`src/rtl/stack_sequencer.sv`:
```
// Program-address sequencer with a hardware return-address stack (CALL/RET) and HOLD.
// Optional build macro PS_TRAP_EN: stack faults vector to TRAP_VEC instead of acting as a NOP.
module stack_sequencer #(
  parameter int            AW        = 4,
  parameter int            DEPTH     = 4,
  parameter logic [AW-1:0] RESET_VEC = '0,
  parameter logic [AW-1:0] TRAP_VEC  = '1
) (
  input  logic                         clk,
  input  logic                         sync_reset,
  input  logic                         hold,
  input  logic                         jmp,
  input  logic                         jmp_nz,
  input  logic                         dont_jmp,
  input  logic                         call,
  input  logic                         ret,
  input  logic [AW-1:0]                jmp_addr,
  output logic [AW-1:0]                pm_addr,
  output logic [AW-1:0]                pc,
  output logic [$clog2(DEPTH+1)-1:0]   sp,
  output logic                         stack_full,
  output logic                         stack_empty,
  output logic                         stack_err
);

  localparam int SW = $clog2(DEPTH + 1);
  localparam int IW = (DEPTH > 1) ? $clog2(DEPTH) : 1;

  logic [AW-1:0] stack_mem [DEPTH];
  logic [AW-1:0] pc_inc;
  logic [AW-1:0] fault_addr;
  logic [SW-1:0] sp_m1;
  logic [IW-1:0] wr_idx;
  logic [IW-1:0] rd_idx;
  logic          push;
  logic          pop;
  logic          fault;

  assign pc_inc      = pc + AW'(1);
  assign sp_m1       = sp - SW'(1);
  // Index is only used when the push/pop is legal, so truncation never aliases.
  assign wr_idx      = sp[IW-1:0];
  assign rd_idx      = sp_m1[IW-1:0];
  assign stack_full  = (sp == SW'(DEPTH));
  assign stack_empty = (sp == '0);

`ifdef PS_TRAP_EN
  assign fault_addr = TRAP_VEC;
`else
  assign fault_addr = pc_inc;
`endif

  always_comb begin
    push    = 1'b0;
    pop     = 1'b0;
    fault   = 1'b0;
    pm_addr = pc_inc;
    if (sync_reset) begin
      pm_addr = RESET_VEC;
    end else if (hold) begin
      pm_addr = pc;
    end else if (ret) begin
      if (stack_empty) begin
        fault   = 1'b1;
        pm_addr = fault_addr;
      end else begin
        pop     = 1'b1;
        pm_addr = stack_mem[rd_idx];
      end
    end else if (call) begin
      if (stack_full) begin
        fault   = 1'b1;
        pm_addr = fault_addr;
      end else begin
        push    = 1'b1;
        pm_addr = jmp_addr;
      end
    end else if (jmp) begin
      pm_addr = jmp_addr;
    end else if (jmp_nz && !dont_jmp) begin
      pm_addr = jmp_addr;
    end
  end

  always_ff @(posedge clk) begin
    if (sync_reset) begin
      pc        <= RESET_VEC;
      sp        <= '0;
      stack_err <= 1'b0;
    end else begin
      pc <= pm_addr;
      if (push) sp <= sp + SW'(1);
      if (pop)  sp <= sp_m1;
      if (fault) stack_err <= 1'b1;
    end
  end

  // Stack contents are deliberately not reset; only sp defines validity.
  always_ff @(posedge clk) begin
    if (push) stack_mem[wr_idx] <= pc_inc;
  end

endmodule

```
`config.mk`:
```
export PLATFORM = sky130hd
export DESIGN_NAME = stack_sequencer
export DESIGN_NICKNAME = d
export VERILOG_FILES = /design/src/rtl/stack_sequencer.sv
export SDC_FILE = /design/constraint.sdc
export NUM_CORES = 1
export LEC_CHECK = 0
export CAP_MARGIN = 20
export CELL_PAD_IN_SITES_DETAIL_PLACEMENT = 0
export CELL_PAD_IN_SITES_GLOBAL_PLACEMENT = 2
export CORE_MARGIN = 5
export CORE_UTILIZATION = 37
export CTS_BUF_LIST = sky130_fd_sc_hd__clkbuf_4 sky130_fd_sc_hd__clkbuf_8
export DETAILED_ROUTE_END_ITERATION = 8
export PLACE_DENSITY_LB_ADDON = 0.1
export RECOVER_POWER = 100
export SLEW_MARGIN = 20
export SYNTH_ARGS = -nofsm -noshare
export SYNTH_HDL_FRONTEND = slang
export SYNTH_SLANG_ARGS = --single-unit
```
`constraint.sdc`:
```
create_clock -name clk -period 4.5 [get_ports clk]
set_input_delay 1.125 -clock clk [delete_from_list [all_inputs] [get_ports clk]]
set_output_delay 1.125 -clock clk [all_outputs]
set_load 0.05 [all_outputs]
```
==> flow_summary.ini, run 1 <==
[cts]
cts_hold_buffers = 0
cts-root-to-sink-buffers = 2
post_cts.resized_instances = 0
cts.sinks = 24
cts.reportedPaths.clkPinSlew_ns = 0.13
cts_htree_levels = 1
numCtsBuffers = 3
tritoncts_clock_tree = built
cts_post_setup_buffers_inserted = 0
clk_latency_ns = 0.32
cts_root_buffer = clkbuf_4

[critical_path]
critical_path.startpoint_type = input port
worst_ep_required_time_ns = 3.38
crit_path_end_kind = primary output
worstPathCellList = clkdlybuf4s50_1 -> nor2_1 -> a32oi_2 -> mux2i_1 -> a211oi_1 -> clkbuf_1
worst-r2r-cell-count = 7
cp_data_arrival_time_ns = 3.04
rr_endpoint = pc[3]$_SDFF_PP0_
critPathBufInv = 2
setup.worst_path.start = call
critPathMaxStageDelay_ns = 0.54
path_max_fanout = 4
setup.worst_path.class = input port to primary output
reg2reg_from = sp[0]$_SDFFE_PP0P_
ff2ff_setup_slack_ns = 2.37
critical_path.top_delay_family = buffers and inverters
critPathSlowestCell = clkdlybuf4s50_1

[place]
place_ws_ns = 0.399
io_buffers = 25
hpwlAfterDp_um = 2250
gp_congestion = 0.766

[yosys]
synthMuxAreaShare_pct = 11.2
synth-compound-area-share_pct = 14.6
synth.avg_cell_area_um2 = 12.3
synth-seq-cells = 24
synthArstFlopShare_pct = 0
post_synthesis_net_count = 120
synth_top_cells_by_area = edfxtp_1 38%, dfxtp_1 13%, mux4_2 7.2%
area_share_of_the_largest_cell_type_after_synthesis_pct = 38.2
synth_cell_type_count = 34
yosys.area_share.xor_xnor_pct = 2.09
ys_warn_count = 0
seq_area_frac_synth_pct = 50.9
netlist_area_um2 = 1260
simple_gate_fraction_of_synth_area_pct = 11.2
synth-edff-count = 16
combinational_family_with_the_most_area_after_synthesis = compound AO/OA/AOI/OAI gates
synthAdderAreaFrac_pct = 5.96
yosys_most_used_dff = edfxtp_1
syn_inst = 102
cell_type_with_the_highest_aggregate_area_in_the_netlist = edfxtp_1

[sta]
achievable-frequency_mhz = 240
final.period_utilization_pct = 92.5
setup_violations = 0
setup_slack_ns = 0.337
final.setup_skew_ns = 0.00595
finalWorstPathRequiredPeriod_ns = 4.16
finalSetupTns_ns = 0
tightestPinTransition_ns = 1.07
max-slew-margin-rel_pct = 27.5
timing_max_transition_violations_final = 0
timing.final.hold_violations = 0
rsz0062_at_grt = no

[grt]
first_pass_grt_wire_length_um = 4860
overflow = 0
grt_util_all_layers_pct = 14.3
first_global_vias = 1009
grt_antenna_before_repair = 0
grt_start_max_net_pins = 15

[power]
maximum_resistive_drop_on_vdd_v = 0.000250
total_leakage_power_nw = 0.609
pwr_density_cell_nw_per_um2 = 324
design_power_total_mw = 0.522

[die]
floorplan.io_pins = 26
placementRows = 21
floorplan.core_area_um2 = 3310
die_area_um2 = 4670
die_width_um = 68.3
floorplan.die.height_um = 68.3
initial_core_utilization_pct = 38.0

[layout]
final_core_area_utilization_pct = 48.6
mostFrequentLayoutCell = edfxtp_1
multi_input_area_um2 = 568
final_net_count = 150
commonest_non_fill_non_tap_cells_in_the_layout = 16 x edfxtp_1, 11 x dlygate4sd3_1, 10 x clkdlybuf4s50_1, 8 x dfxtp_1, 7 x inv_1
fillers = 330
antenna_cells = 0
final_layout_size_suffix_gt1_share_pct = 11.5
area_growth_syn_to_layout_pct = 27.8
seq_area_um2 = 641

[hold_path]
cells_on_worst_hold_path = 2
hold_path_end = stack_err$_SDFFE_PP0P_
timing.hold.worst.class = flip-flop to flip-flop
min_from = stack_err$_SDFFE_PP0P_

[outcome]
status = complete, no violations

[detailed_routing]
initialDrtViolationCount = 50
totalWireLength_um = 2920
post-route-drc-count = 0
drt_first_pass_iters = 4
dr_total_vias = 927
wire_per_inst_um = 16.5
ant_nets = 0
drt-vias-per-instance = 5.24

[flow_run]
drv.max_cap_violation_count = 0
worst max-delay path by stage:
stage | cells after the start | end
after global placement | 6 | pm_addr[1]
after global routing | 6 | pm_addr[3]
after CTS | 6 | pm_addr[1]
after floorplan | 9 | pm_addr[2]
final | 6 | pm_addr[3]
after detailed placement | 6 | pm_addr[1]
worst register-to-register path: stages (launching register included):
cell and delay, ns:
dfxtp_1 0.33, buf_4 0.18, inv_1 0.11, ha_1 0.46, mux4_2 0.36, and2_1 0.18, a211oi_1 0.31, a211oi_1 0.08
per-stage QoR:
| step | hold WS (ns) | instance area (µm²) | std cells |
|---|---|---|---|
| after floorplan | 0.750 | 1260 | 102 |
| after global placement | 0.454 | 1620 | 173 |
| after detailed placement | 0.474 | 1620 | 173 |
| after CTS | 0.506 | 1670 | 177 |
| after global routing | 0.556 | 1610 | 177 |
| final | 0.491 | 1610 | 177 |
where the power goes:
group          leakage (nW)  internal, mW  total, mW  switching, mW
Sequential            0.211         0.244      0.249        0.00495
Clock                0.0279        0.0901      0.158         0.0675
Combinational         0.370        0.0421      0.115         0.0727
Total                 0.609         0.377      0.522          0.145
sequential cells by signal, indices dropped and copies added (netlist names):
name / flops
pc: 4
sp: 3
stack_err: 1
stack_mem: 16
metal layers:
layer	wire length [µm]	share of wire [%]	track usage (%)	up-vias
li1	-	-	-	448
met1	1330	46	18.0	458
met2	1480	51	25.3	17
met3	85	2.9	3.45	4
met4	27	0.93	2.23	0
met5	0	0	0	-
cells in the mapped netlist, drive strengths merged, types with 4 or more instances:
cell type / count
nand2: 4
mux2i: 4
a21boi: 4
a211oi: 4
ha: 6
inv: 8
mux4: 4
edfxtp: 16
nor2: 5
dfxtp: 8
layout make-up:
cell class / instances / area share (%)
Clock buffer: 3 / 1.40
Clock inverter: 1 / 1.87
Inverter: 8 / 1.87
Multi-Input combinational cell: 67 / 35.3
Sequential cell: 24 / 39.8
Tap cell: 46 / 3.58
Timing Repair Buffer: 28 / 16.2
logic make-up after synthesis:
kind of cell / Yosys count
AND/OR/NAND/NOR: 25
adder cells (fa/ha/maj): 6
XOR/XNOR: 3
flip-flops: 24
buffers and inverters: 11
multiplexers: 9
AO/OA/AOI/OAI: 24
Note: power is estimated with default switching activity, not from simulation.
==> inputs of run 2 (changes only) <==
Settings changed: SKIP_CTS_REPAIR_TIMING set to 1.
Clock period 4.5 ns to 5.35 ns, I/O delays scaled along.
==> run 2 against run 1 <==
Against the previous run: global-route usage fell by 1.7 points; highest routed layer unchanged; wire length fell by 5.7%; register-to-register slack improved by 0.66 ns; critical endpoint is now pm_addr[2]; clock power fell by 16%.
==> flow_summary.ini, run 2 (synthesis gave the netlist of run 1 again) <==
[outcome]
status = complete, no violations

[detailed_routing]
totalWireLength_um = 2750
dr_total_vias = 916
drt-vias-per-instance = 5.23
initialDrtViolationCount = 43
ant_nets = 0
post-route-drc-count = 0
drt_first_pass_iters = 4
wire_per_inst_um = 15.7

[layout]
regMostFlops = stack_mem
final_net_count = 148
largest_register_ff_count = 16
mostFrequentLayoutCell = edfxtp_1
reg_top3 = stack_mem x16, pc x4, sp x3
final_layout_size_suffix_gt1_share_pct = 10.1
commonest_non_fill_non_tap_cells_in_the_layout = 16 x edfxtp_1, 15 x dlygate4sd3_1, 9 x clkdlybuf4s50_1, 8 x dfxtp_1, 7 x inv_1
antenna_cells = 0
area_growth_syn_to_layout_pct = 26.9
final_core_area_utilization_pct = 48.3
fillers = 329

[sta]
fin_hold_ws_ns = 0.504
final.period_utilization_pct = 94.8
timing.final.hold_violations = 0
final.setup_skew_ns = 0.00368
tightestPinTransition_ns = 1.08
finalWorstPathRequiredPeriod_ns = 5.07
max-slew-margin-rel_pct = 26.7
setup_violations = 0
finalSetupTns_ns = 0
achievable-frequency_mhz = 197
rsz0062_at_grt = no
timing_max_transition_violations_final = 0

[power]
maximum_resistive_drop_on_vdd_v = 0.000135
pwr_density_cell_nw_per_um2 = 273
total_leakage_power_nw = 0.612

[place]
io_buffers = 25
hpwlAfterDp_um = 2120
gp_congestion = 0.809

[flow_run]
drv.max_cap_violation_count = 0

[hold_path]
timing.hold.worst.class = flip-flop to flip-flop

[critical_path]
cp_data_arrival_time_ns = 3.73
path_max_fanout = 4
critPathMostFrequentCell = dlygate4sd3_1
worst_ep_required_time_ns = 4.01
worstPathCellList = dlygate4sd3_1 -> nor2_1 -> a32oi_2 -> mux2i_1 -> a221oi_1 -> dlygate4sd3_1
critPathMaxStageDelay_ns = 0.91
critical_path.startpoint_type = input port
setup.worst_path.class = input port to primary output
critPathSlowestCell = dlygate4sd3_1
crit_path_end_kind = primary output

[die]
floorplan.core_area_um2 = 3310
die_area_um2 = 4670
placementRows = 21
die_width_um = 68.3
floorplan.io_pins = 26
floorplan.die.height_um = 68.3
initial_core_utilization_pct = 38.0

[cts]
clk_latency_ns = 0.31
cts-root-to-sink-buffers = 2
cts_root_buffer = clkbuf_4
cts.sinks = 24
cts.reportedPaths.clkPinSlew_ns = 0.14
tritoncts_clock_tree = built
numCtsBuffers = 3
cts_htree_levels = 1

[grt]
grt_antenna_before_repair = 0
first_global_vias = 890
grt_start_max_net_pins = 15
first_pass_grt_wire_length_um = 4260
grt_util_all_layers_pct = 12.6
overflow = 0
==> run 2: cell types whose count changed in the layout (fill, tap and decap cells not counted) <==
cell	change
a2111oi_0	+1
a2111oi_2	-1
buf_12	-1
clkbuf_1	-4
clkdlybuf4s50_1	-1
dlygate4sd3_1	+4
==> run 2: path summary, 6_finish.rpt <==
| path | slack, ns | to | depth (start not counted) | startpoint |
|---|---|---|---|---|
| max reg2reg | 3.03 | pc[2]$_SDFF_PP0_ | 6 | sp[0]$_SDFFE_PP0P_ |
| max | 0.28 | pm_addr[2] | 6 | call |
| min reg2reg | 0.50 | stack_err$_SDFFE_PP0P_ | 2 | stack_err$_SDFFE_PP0P_ |
| min | 0.50 | stack_err$_SDFFE_PP0P_ | 2 | stack_err$_SDFFE_PP0P_ |
==> run 2: critical path: cells and delay by family <==
family,cells,cell delay [ns]
buf+inv,2,1.52
simple gates,1,0.08
compound gates,2,0.63
mux,1,0.16
==> run 2: metal layers <==
metal	part of all wire [%]	global-route usage [%]	vias up
li1	-	-	448
met5	0	0	-
met3	3.0	2.13	4
met1	48	16.7	448
met4	1.5	5.21	0
met2	48	20.2	16
==> run 2: report_power, final <==
group | switching (mW) | internal (mW)
Combinational | 0.0586 | 0.0340
Sequential | 0.00555 | 0.206
Clock | 0.0574 | 0.0757
==> run 2: cell type report <==
class / instances / area (µm²) / share of cell area (%)
Timing Repair Buffer: 26 / 255 / 16.0
Clock buffer: 3 / 22.5 / 1.41
Sequential cell: 24 / 641 / 40.1
Tap cell: 46 / 57.6 / 3.60
Multi-Input combinational cell: 67 / 562 / 35.2
Inverter: 8 / 30.0 / 1.88
Clock inverter: 1 / 30.0 / 1.88
==> run 2: metrics by stage <==
| stage | std cells | worst slack [ns] | instance area (µm²) | power [mW] |
|---|---|---|---|---|
| global placement | 171 | 0.476 | 1550 | 0.312 |
| detailed placement | 171 | 0.365 | 1550 | 0.313 |
| CTS | 175 | 0.360 | 1610 | 0.443 |
| finish | 175 | 0.280 | 1600 | 0.437 |
| floorplan | 102 | 0.287 | 1260 | 0.278 |
| global route | 175 | 0.181 | 1600 | 0.458 |
